<file path="config.mk">
export PLATFORM = sky130hd
export DESIGN_NAME = mac_issue
export DESIGN_NICKNAME = d
export VERILOG_FILES = /design/src/rtl/mac_pkg.sv /design/src/rtl/mac_mcycle.sv /design/src/rtl/mac_issue.sv
export SDC_FILE = /design/constraint.sdc
export NUM_CORES = 1
export LEC_CHECK = 0
export ABC_AREA = 1
export CAP_MARGIN = 0
export CORE_UTILIZATION = 51
export DETAILED_ROUTE_END_ITERATION = 6
export GPL_TIMING_DRIVEN = 0
export PLACE_DENSITY = 0.91
export SYNTH_ARGS = -nofsm -noshare
export SYNTH_HDL_FRONTEND = slang
export SYNTH_HIERARCHICAL = 1
export SYNTH_SLANG_ARGS = --single-unit
</file>
<file path="constraint.sdc">
create_clock -name clk -period 1.95 [get_ports clk]
set_input_delay 0.195 -clock clk [delete_from_list [all_inputs] [get_ports clk]]
set_output_delay 0.195 -clock clk [all_outputs]
set_load 0.02 [all_outputs]
</file>
<file path="src/rtl/mac_pkg.sv">
// Shared types and constants for the multiply operand-issue stage.
package mac_pkg;

  localparam int unsigned DATA_W_DEF = 32;
  localparam int unsigned REG_AW_DEF = 4;
  localparam int unsigned M_MAX      = 4;
  localparam int unsigned CNT_W      = 3;

  typedef enum logic [2:0] {
    StIdle,
    StRdRm,
    StRdRs,
    StRdRn,
    StMul,
    StWb
  } state_e;

endpackage

</file>
<file path="src/rtl/mac_mcycle.sv">
// Early-termination multiply cycle count: fewer cycles when Rs upper bytes are sign-uniform.
module mac_mcycle
  import mac_pkg::*;
#(
  parameter int unsigned DATA_W = DATA_W_DEF
) (
  input  logic [DATA_W-1:0] rs_i,
  output logic [CNT_W-1:0]  m_o
);

  logic uni8, uni16, uni24;

  assign uni8  = (&rs_i[DATA_W-1:8])  | ~(|rs_i[DATA_W-1:8]);
  assign uni16 = (&rs_i[DATA_W-1:16]) | ~(|rs_i[DATA_W-1:16]);
  assign uni24 = (&rs_i[DATA_W-1:24]) | ~(|rs_i[DATA_W-1:24]);

  always_comb begin
    m_o = CNT_W'(M_MAX);
    if (uni8) begin
      m_o = CNT_W'(1);
    end else if (uni16) begin
      m_o = CNT_W'(2);
    end else if (uni24) begin
      m_o = CNT_W'(3);
    end
  end

endmodule

</file>
<file path="src/rtl/mac_issue.sv">
// MUL/MLA operand fetch, multiply-cycle sequencing and writeback handshake.
// Optional MAC_EARLY_TERM_EN: data-dependent cycle count; otherwise always M_MAX cycles.
module mac_issue
  import mac_pkg::*;
#(
  parameter int unsigned DATA_W = DATA_W_DEF,
  parameter int unsigned REG_AW = REG_AW_DEF
) (
  input  logic              clk,
  input  logic              rst_n,
  input  logic              instr_valid,
  output logic              instr_ready,
  input  logic [REG_AW-1:0] instr_rd,
  input  logic [REG_AW-1:0] instr_rn,
  input  logic [REG_AW-1:0] instr_rs,
  input  logic [REG_AW-1:0] instr_rm,
  input  logic              instr_acc,
  input  logic              instr_s,
  output logic [REG_AW-1:0] rf_raddr,
  input  logic [DATA_W-1:0] rf_rdata,
  output logic [DATA_W-1:0] mac_in1,
  output logic [DATA_W-1:0] mac_in2,
  output logic [DATA_W-1:0] mac_acc,
  input  logic [DATA_W-1:0] mac_result,
  input  logic              mac_zero_flag,
  input  logic              mac_negative_flag,
  output logic              wb_valid,
  input  logic              wb_ready,
  output logic [REG_AW-1:0] wb_rd,
  output logic [DATA_W-1:0] wb_data,
  output logic              wb_flags_we,
  output logic              wb_n,
  output logic              wb_z,
  output logic              busy
);

  state_e            state_q, state_d;
  logic [REG_AW-1:0] rd_q, rd_d, rn_q, rn_d, rs_q, rs_d, rm_q, rm_d;
  logic              is_mla_q, is_mla_d, s_q, s_d;
  logic [DATA_W-1:0] op_a_q, op_a_d, op_b_q, op_b_d;
  logic [DATA_W-1:0] in1_q, in1_d, in2_q, in2_d, op_acc_q, op_acc_d;
  logic [DATA_W-1:0] wb_data_q, wb_data_d;
  logic              wb_n_q, wb_n_d, wb_z_q, wb_z_d;
  logic [CNT_W-1:0]  cnt_q, cnt_d;
  logic [CNT_W-1:0]  m_cycles;

`ifdef MAC_EARLY_TERM_EN
  // Rs is on the read port during StRdRs, so m is derived from the live read data.
  mac_mcycle #(
    .DATA_W (DATA_W)
  ) u_mcycle (
    .rs_i (rf_rdata),
    .m_o  (m_cycles)
  );
`else
  assign m_cycles = CNT_W'(M_MAX);
`endif

  always_comb begin
    state_d   = state_q;
    rd_d      = rd_q;
    rn_d      = rn_q;
    rs_d      = rs_q;
    rm_d      = rm_q;
    is_mla_d  = is_mla_q;
    s_d       = s_q;
    op_a_d    = op_a_q;
    op_b_d    = op_b_q;
    in1_d     = in1_q;
    in2_d     = in2_q;
    op_acc_d  = op_acc_q;
    wb_data_d = wb_data_q;
    wb_n_d    = wb_n_q;
    wb_z_d    = wb_z_q;
    cnt_d     = cnt_q;
    rf_raddr  = '0;
    unique case (state_q)
      StIdle: begin
        if (instr_valid) begin
          rd_d     = instr_rd;
          rn_d     = instr_rn;
          rs_d     = instr_rs;
          rm_d     = instr_rm;
          is_mla_d = instr_acc;
          s_d      = instr_s;
          state_d  = StRdRm;
        end
      end
      StRdRm: begin
        rf_raddr = rm_q;
        op_a_d   = rf_rdata;
        state_d  = StRdRs;
      end
      StRdRs: begin
        rf_raddr = rs_q;
        op_b_d   = rf_rdata;
        cnt_d    = m_cycles;
        if (is_mla_q) begin
          state_d = StRdRn;
        end else begin
          in1_d    = op_a_q;
          in2_d    = rf_rdata;
          op_acc_d = '0;
          state_d  = StMul;
        end
      end
      StRdRn: begin
        rf_raddr = rn_q;
        in1_d    = op_a_q;
        in2_d    = op_b_q;
        op_acc_d = rf_rdata;
        state_d  = StMul;
      end
      StMul: begin
        cnt_d = cnt_q - CNT_W'(1);
        if (cnt_q == CNT_W'(1)) begin
          wb_data_d = mac_result;
          wb_n_d    = mac_negative_flag;
          wb_z_d    = mac_zero_flag;
          state_d   = StWb;
        end
      end
      StWb: begin
        if (wb_ready) begin
          state_d = StIdle;
        end
      end
      default: state_d = StIdle;
    endcase
  end

  always_ff @(posedge clk) begin
    if (!rst_n) begin
      state_q   <= StIdle;
      rd_q      <= '0;
      rn_q      <= '0;
      rs_q      <= '0;
      rm_q      <= '0;
      is_mla_q  <= 1'b0;
      s_q       <= 1'b0;
      op_a_q    <= '0;
      op_b_q    <= '0;
      in1_q     <= '0;
      in2_q     <= '0;
      op_acc_q  <= '0;
      wb_data_q <= '0;
      wb_n_q    <= 1'b0;
      wb_z_q    <= 1'b0;
      cnt_q     <= '0;
    end else begin
      state_q   <= state_d;
      rd_q      <= rd_d;
      rn_q      <= rn_d;
      rs_q      <= rs_d;
      rm_q      <= rm_d;
      is_mla_q  <= is_mla_d;
      s_q       <= s_d;
      op_a_q    <= op_a_d;
      op_b_q    <= op_b_d;
      in1_q     <= in1_d;
      in2_q     <= in2_d;
      op_acc_q  <= op_acc_d;
      wb_data_q <= wb_data_d;
      wb_n_q    <= wb_n_d;
      wb_z_q    <= wb_z_d;
      cnt_q     <= cnt_d;
    end
  end

  assign instr_ready = (state_q == StIdle);
  assign busy        = (state_q != StIdle);
  assign wb_valid    = (state_q == StWb);
  assign mac_in1     = in1_q;
  assign mac_in2     = in2_q;
  assign mac_acc     = op_acc_q;
  assign wb_rd       = rd_q;
  assign wb_data     = wb_data_q;
  assign wb_flags_we = s_q;
  assign wb_n        = wb_n_q;
  assign wb_z        = wb_z_q;

endmodule
</file>
==> impl_metrics.yaml, run 1 <==
run_status:
  status: "complete, but fails checks"
  violations: "DRC"
floorplan:
  die_y_microns: 129
  dieArea_sq_um: 16500
  rows: 45
  start_util_pct: 53.0
  die_w_microns: 129
  core_area_sq_um: 15400
  io-pin-count: 230
hold_path:
  hold_end: "rn_q[3]"
  hold_class: "in -> reg"
  hp-start: "instr_valid"
  hold_depth: 3
worst_setup_path:
  path_class: "reg -> out"
  cpLargestDelayFamily: "buffers and inverters"
  worstPathRequired_ps: 1750
  r2r_end: "mac_in2[27]"
  max_stage_delay_ps: 370
  crit_path_cell_trace: "inv_2 > nand3_4 > buf_6 > o211ai_1 > buf_4"
  r2r_start: "state_q[1]"
  crit_path_end_kind: "primary output"
  rr_worst_depth: 9
  start_kind: "flop"
  critPathSlowestCell: "dfxtp_2"
  worst-path-buf-inv: 3
  worst-path-max-fanout: 10
  cp.arrival_ps: 1710
  r2r_slack_ps: 260
synth:
  synth_cell_types: 22
  yosysSeqAreaShare_pct: 53.4
  synth_top_family_by_area: "simple AND/OR/NAND/NOR gates"
  synthXorXnorAreaFrac_pct: 0
  ys_ff_latch: 218
  synth_compound_area_share_pct: 17.8
  syn_nets: 1185
  syn-cell-area_sq_um: 8170
  synthMuxAreaShare_pct: 0
  yosysWarnings: 6
  syn_inst: 1095
  synth.avg_cell_area_sq_um: 7.46
  yosys.area_share.simple_pct: 20.3
  synthAdderAreaFrac_pct: 0.306
timing:
  tightest_slew_ps: 664
  rsz0062_at_grt: "yes"
  clock-skew-final_ps: 15.0
  drv_slew: 0
  finalHoldViolations: 0
  min_period_ps: 1910
  tns_ps: 0
  fin_crit_sh_pct: 97.8
  timing.hold.ws_ps: 98.0
  timing.fmax_mhz: 524
  setup_viol: 0
  maxSlewHeadroom_pct: 55.7
finish:
  fin_cells: 1578
  final_common_cell: "nor2_1"
  design_area_sq_um: 11500
  antenna_cells: 0
  syn_to_final_growth_pct: 40.7
  drive_gt1_share_pct: 7.68
  nNetsFinal: 1440
  most-common-layout-cells: "nor2_1, clkdlybuf4s50_1, dfxtp_1"
global_route:
  grt-ovfl-total: 0
  grt.total_usage_pct: 30.0
  use_met1_pct: 36.7
  antenna_found_initial: 0
  grtUsageMet2_pct: 50.7
  grt_pass1_wl_microns: 39500
  grt_max_degree: 14
  grt_pass1_vias: 8065
  grt_busiest_layer: "met2"
  use_met3_pct: 5.16
detailed_routing:
  route.vias.total: 8359
  viasPerCell: 5.30
  drt_iter0_drc: 649
  wl_per_cell_microns: 15.7
  drt_wl_total_microns: 24700
  drtAntennaViolNets: 0
  drt_pass1_iterations: 7
  drc: 15
job:
  cap_violations: 0
placement:
  io_buffers: 227
  dp_cells: 1533
  dpl.hpwl_microns: 17500
  placed_area_sq_um: 10700
  place_congestion: 0.869
cts:
  clk_pin_slew_worst_paths_ps: 60
  clk-insertion-delay-late_ps: 510
  h-tree-depth: 1
  cts_sinks: 218
  cts_tree: "yes"
  clock_tree.root_cell: "clkbuf_16"
  ctsHoldBuffers: 0
  cts_buffers: 23
  cts_buffer_depth: 3
pwr:
  irDropWorstVdd_mv: 0.957
  p_leak_nw: 4.46
  powerDensity_nw_per_um2: 1320
## report_power, final
group / leakage, nW / internal (W) / total (W) / switching [W]
Combinational: 2.32 / 0.00197 / 0.00492 / 0.00295
Clock: 0.366 / 0.00247 / 0.00422 / 0.00176
Sequential: 1.77 / 0.00549 / 0.00605 / 0.000557
Total: 4.46 / 0.00993 / 0.0152 / 0.00527
## worst reg2reg max path, stage by stage (launching register included)
cell and delay [ps]:
dfxtp_2 390, inv_2 80, nor2_2 130, nand2_1 120, inv_2 140, buf_4 220
buf_4 220, nand2_1 90, nor2_1 120, nor2_1 70
## Yosys cell counts
library cell,n,area share [%]
nand3_1,21,1.3
inv_2,6,0.28
nor3_1,1,0.061
inv_1,76,3.5
o21ai_0,159,9.7
ha_1,2,0.31
nand2_2,1,0.077
a21oi_1,118,7.2
nand2_1,164,7.5
nor2_2,3,0.23
buf_4,8,0.74
nor2_4,1,0.14
dfxtp_1,218,53
buf_2,31,1.9
o21ai_1,8,0.49
nor2_1,234,11
clkbuf_1,32,1.5
o211ai_1,4,0.37
clkbuf_2,2,0.12
buf_1,3,0.14
nand4_1,1,0.077
or2_2,2,0.15
## cell type report
cell class	count	area, sq um
well taps	211	264
flip-flops and latches	218	4370
repair buffers	231	2280
multi-input cells	719	3170
inverters	82	313
clock inverters	9	77.6
plain buffers	75	362
clock buffers	33	653
fillers	1164	3930
## what timing repair did
item | CTS | global route
buffers inserted | 4 | 0
resized for setup | 32 | 9
cloned | 0 | 0
pin swaps | 2 | 0
endpoints found under the setup margin | 7 | 5
## flip-flops by register name, summed over array words and instances (netlist names)
name         count
mac_acc         32
mac_in1         32
mac_in2         32
op_a_q          32
op_b_q          32
wb_data         32
rm_q             4
rn_q             4
rs_q             4
wb_rd            4
cnt_q            3
state_q          3
is_mla_q         1
wb_flags_we      1
wb_n             1
wb_z             1
## metrics by stage
step           setup WS (ps)  total power (W)  util (%)
6_report                43.2           0.0152      74.5
4_1_cts                 5.61           0.0151      74.4
2_1_floorplan            599          0.00880         -
3_5_place_dp            -207           0.0108      69.4
3_3_place_gp            -198           0.0107      69.4
5_1_grt               -0.648           0.0159      74.5
## worst max path at each step
stage,start,endpoint,cells after the start
2_1_floorplan,state_q[1],rf_raddr[0],7
3_3_place_gp,state_q[1],rf_raddr[3],8
3_5_place_dp,state_q[1],rf_raddr[3],8
4_1_cts,state_q[2],rf_raddr[3],5
5_1_grt,state_q[2],rf_raddr[3],5
6_report,state_q[2],rf_raddr[3],5
## layer usage
layer / wire [microns] / share of wire (%)
met1: 9890 / 40
met2: 11800 / 48
met3: 1960 / 7.9
met4: 1100 / 4.4
met5: 0 / 0
## cells by family (layout without fill, tap and decap cells)
group                      after synthesis  after routing
and+or+nand+nor                        428            428
AOI/OAI and AO/OA                      289            289
DFF                                    218            218
buffers and inverters                  158            430
adders and majority gates                2              2
(Power assumes the default switching activity.)
==> inputs of run 2 (changes only) <==
- CORE_ASPECT_RATIO: not set -> 2
==> run 2 against run 1 <==
Against the previous run: sequential share of layout area increased by 0.52 points; non-clock buffer count unchanged; clock skew decreased by 7.9 ps; highest routed layer unchanged; setup slack got worse by 16 ps; critical path type unchanged; fmax decreased by 0.81%; first-iteration DRC count decreased by 33%; power decreased by 3.9%; die area increased by 0.19%; wire length increased by 2.3%; the flow now finishes without violations; combinational power increased by 0.8%.
==> impl_metrics.yaml, run 2 (synthesis results as in run 1) <==
job:
  cap_violations: 0
pwr:
  pwr-share-clk_pct: 24.8
  p_switching_w: 0.00517
  seqPwrFrac_pct: 41.3
  powerDensity_nw_per_um2: 1290
  sw_frac_of_total_pct: 35.4
  irDropWorstVdd_mv: 0.923
  intPower_w: 0.00943
  p_leak_nw: 4.39
  comb_power_share_pct: 34.0
finish:
  most-common-layout-cells: "nor2_1, clkdlybuf4s50_1, dfxtp_1"
  nNetsFinal: 1436
  syn_to_final_growth_pct: 38.9
  antenna_cells: 0
  post-route-util_pct: 72.3
  final_common_cell: "nor2_1"
  drive_gt1_share_pct: 7.14
floorplan:
  die_w_microns: 91.5
  dieArea_sq_um: 16600
  die_y_microns: 181
  io-pin-count: 230
  start_util_pct: 52.0
  rows: 65
  core_area_sq_um: 15700
global_route:
  grt.total_usage_pct: 30.1
  grt_pass1_wl_microns: 39700
  grt_pass1_vias: 8230
  antenna_found_initial: 0
  grt-ovfl-total: 0
  grt_max_degree: 17
worst_setup_path:
  max_stage_delay_ps: 380
  r2r_end: "mac_in1[12]"
  cpLargestDelayFamily: "buffers and inverters"
  cp.arrival_ps: 1730
  path_class: "reg -> out"
  r2r_slack_ps: 230
  worst-path-max-fanout: 10
  critPathSlowestCell: "dfxtp_2"
  crit_path_end_kind: "primary output"
  r2r_start: "state_q[1]"
  crit_path_cell_trace: "inv_2 > nand3_4 > buf_6 > o211ai_1 > buf_4"
  rr_worst_depth: 7
  worst-path-buf-inv: 3
  worstPathRequired_ps: 1750
  start_kind: "flop"
timing:
  timing.fmax_mhz: 520
  clock-skew-final_ps: 7.06
  drv_slew: 0
  tightest_slew_ps: 727
  finalHoldViolations: 0
  timing.hold.ws_ps: 83.6
  maxSlewHeadroom_pct: 51.5
  setup_viol: 0
  fin_crit_sh_pct: 98.6
  timing.final.ws_setup_ps: 27.6
  min_period_ps: 1920
detailed_routing:
  drt_iter0_drc: 436
  wl_per_cell_microns: 16.2
  viasPerCell: 5.29
  drtAntennaViolNets: 0
  drt_pass1_iterations: 7
  drt_wl_total_microns: 25300
  drc: 0
  route.vias.total: 8250
hold_path:
  hold_class: "in -> reg"
  hold_depth: 3
  hold_end: "rs_q[3]"
  hp-start: "instr_valid"
cts:
  clock_tree.root_cell: "clkbuf_16"
  cts_tree: "yes"
  clk-insertion-delay-late_ps: 490
  clk_pin_slew_worst_paths_ps: 70
  ctsHoldBuffers: 0
  h-tree-depth: 1
  cts_sinks: 218
  cts_buffers: 19
  cts_buffer_depth: 3
run_status:
  status: "complete, no violations"
placement:
  post-place-ws_ps: -254
  io_buffers: 227
  dpl.hpwl_microns: 18300
  place_congestion: 0.860
==> run 2: layer usage <==
layer	global-route usage (%)	vias to the layer above	wire, microns
li1	-	3989	-
met1	29.6	3814	8760
met2	57.9	348	13700
met3	4.42	99	1470
met4	17.5	0	1420
met5	0	-	0
==> run 2: area by class of cell <==
type,instances,area [sq um]
plain buffers,75,362
clock buffers,26,542
clock inverters,7,41.3
fillers,1191,4350
inverters,82,313
multi-input cells,719,3180
flip-flops and latches,218,4370
well taps,201,251
repair buffers,231,2290
==> run 2: how the worst max path moves through the flow <==
stage / cells past startpoint / slack [ps] / startpoint / to
after floorplan: 7 / 600 / state_q[1] / rf_raddr[0]
after global placement: 8 / -220 / state_q[1] / rf_raddr[1]
after detailed placement: 8 / -250 / state_q[1] / rf_raddr[1]
after CTS: 5 / -40 / state_q[2] / rf_raddr[1]
after global routing: 6 / -5 / state_q[0] / busy
final: 5 / 30 / state_q[2] / rf_raddr[1]
==> run 2: stage by stage <==
step	area [sq um]	std cells	setup TNS, ps	power, W
finish	11300	1559	0	0.0146
global route	11300	1559	-4.91	0.0153
CTS	11300	1558	-43.2	0.0145
detailed placement	10700	1523	-905	0.0109
global placement	10700	1523	-758	0.0107
floorplan	8170	1095	0	0.00880
==> run 2: tightest hold or removal path, stage by stage <==
cell and delay [ps]:
buf_1 160, nand3_1 120, a21oi_1 50
==> run 2: power groups by stage <==
stage                     Clock [W]  Combinational [W]  Sequential [W]
final                       0.00361            0.00496         0.00603
after CTS                   0.00365            0.00487         0.00600
after global placement            0            0.00467         0.00601
after floorplan                   0            0.00227         0.00653
after detailed placement          0            0.00480         0.00606
after global routing        0.00380            0.00539         0.00613
==> run 2: what timing repair did <==
item / CTS / global route
pin swaps: 1 / 1
gates resized for setup: 33 / 9
setup buffers: 2 / 2
setup endpoints to repair: 7 / 6
==> inputs of run 3 (changes only) <==
- SKIP_CTS_REPAIR_TIMING: not set -> 1
==> run 3 against run 2 <==
Against the previous run: setup slack gained 11 ps; clock-buffer cell count stayed put; cell area about the same; worst hold slack gained 0.87 ps; clock power about the same; first-iteration DRC count is 11% lower; critical endpoint unchanged; highest routed layer unchanged.
==> impl_metrics.yaml, run 3 (synthesis results as in run 1) <==
run_status:
  status: "complete, no violations"
finish:
  syn_to_final_growth_pct: 39.0
  antenna_cells: 0
  nNetsFinal: 1436
  fin_cells: 1559
  drive_gt1_share_pct: 7.14
  final_common_cell: "nor2_1"
  most-common-layout-cells: "nor2_1, clkdlybuf4s50_1, dfxtp_1"
global_route:
  grt_pass1_wl_microns: 39400
  grt_pass1_vias: 8208
  antenna_found_initial: 0
  grt.total_usage_pct: 29.9
  grt_max_degree: 17
  grt-ovfl-total: 0
pwr:
  powerDensity_nw_per_um2: 1280
  p_leak_nw: 4.42
  irDropWorstVdd_mv: 0.945
floorplan:
  io-pin-count: 230
  core_area_sq_um: 15700
  start_util_pct: 52.0
  dieArea_sq_um: 16600
  die_y_microns: 181
  die_w_microns: 91.5
  rows: 65
timing:
  clock-skew-final_ps: 7.01
  drv_slew: 0
  timing.fmax_mhz: 523
  maxSlewHeadroom_pct: 53.1
  tightest_slew_ps: 703
  rsz0062_at_grt: "yes"
  timing.hold.ws_ps: 84.5
  finalHoldViolations: 0
  min_period_ps: 1910
  fin_crit_sh_pct: 98.0
  setup_viol: 0
worst_setup_path:
  path_class: "reg -> out"
  start_kind: "flop"
  worst-path-max-fanout: 10
  crit_path_end_kind: "primary output"
  worstPathRequired_ps: 1750
  cp.arrival_ps: 1720
cts:
  h-tree-depth: 1
  cts_buffer_depth: 3
  clock_tree.root_cell: "clkbuf_16"
  cts_sinks: 218
  cts_buffers: 19
  cts_tree: "yes"
  clk-insertion-delay-late_ps: 490
  clk_pin_slew_worst_paths_ps: 70
placement:
  place_congestion: 0.860
  dpl.hpwl_microns: 18300
  io_buffers: 227
  dp_cells: 1523
detailed_routing:
  wl_per_cell_microns: 16.3
  drt_iter0_drc: 386
  wl_met3_microns: 1490
  viasPerCell: 5.31
  drt_wl_total_microns: 25400
  routed-wl-met2_microns: 13600
  drc: 0
  route.vias.total: 8281
  routed.top_layer: "met4"
  wl_met1_microns: 8780
  drt_pass1_iterations: 5
  drtAntennaViolNets: 0
job:
  cap_violations: 0
hold_path:
  hold_class: "in -> reg"
==> run 3: cell types whose count changed in the layout (fill, tap and decap cells not counted), sizes merged <==
cell	change
clkbuf	+1
buf	-1
dlygate4sd2	-3
dlymetal6s2s	+3
==> run 3: worst paths after layout <==
check                                   end         from  slack, ps  cells after the start
worst max-delay path            rf_raddr[1]   state_q[2]         40                      5
worst min register to register   op_a_q[12]   op_a_q[12]        440                      2
worst max register to register  mac_in1[12]   state_q[0]        220                      7
worst min-delay path                rs_q[3]  instr_valid         80                      3
==> run 3: routing by layer <==
metal | up-vias | GRT usage [%]
met5 | - | 0
met4 | 0 | 18.2
met3 | 107 | 4.00
met2 | 371 | 57.6
met1 | 3818 | 29.2
li1 | 3985 | -
==> run 3: power by group <==
group	total [W]	switching [W]	internal, W	leakage [nW]
registers	0.00602	0.000532	0.00549	1.77
clock network	0.00362	0.00166	0.00196	0.291
logic	0.00494	0.00297	0.00197	2.36
==> run 3: cell type report <==
class / instances / area [sq um]
Buffer: 76 / 378
Clock buffer: 26 / 542
Clock inverter: 7 / 41.3
Fill cell: 1177 / 4340
Inverter: 82 / 310
Multi-Input combinational cell: 719 / 3170
Sequential cell: 218 / 4370
Tap cell: 201 / 251
Timing Repair Buffer: 230 / 2290
==> run 3: stage by stage <==
stage,util (%),cell area [sq um],setup TNS [ps],power (W),setup WS [ps]
after global routing,72.3,11400,-99.1,0.0153,-48.8
final,72.3,11400,0,0.0146,38.7
after CTS,71.8,11300,-4150,0.0145,-775
after global placement,68.1,10700,-758,0.0107,-216
after floorplan,-,8170,0,0.00880,599
after detailed placement,68.1,10700,-905,0.0109,-254
==> run 3: critical path: stages (launching register included) <==
cell and delay (ps):
dfxtp_2 380, inv_2 130, nand3_4 120, buf_6 180
o211ai_1 230, buf_4 190
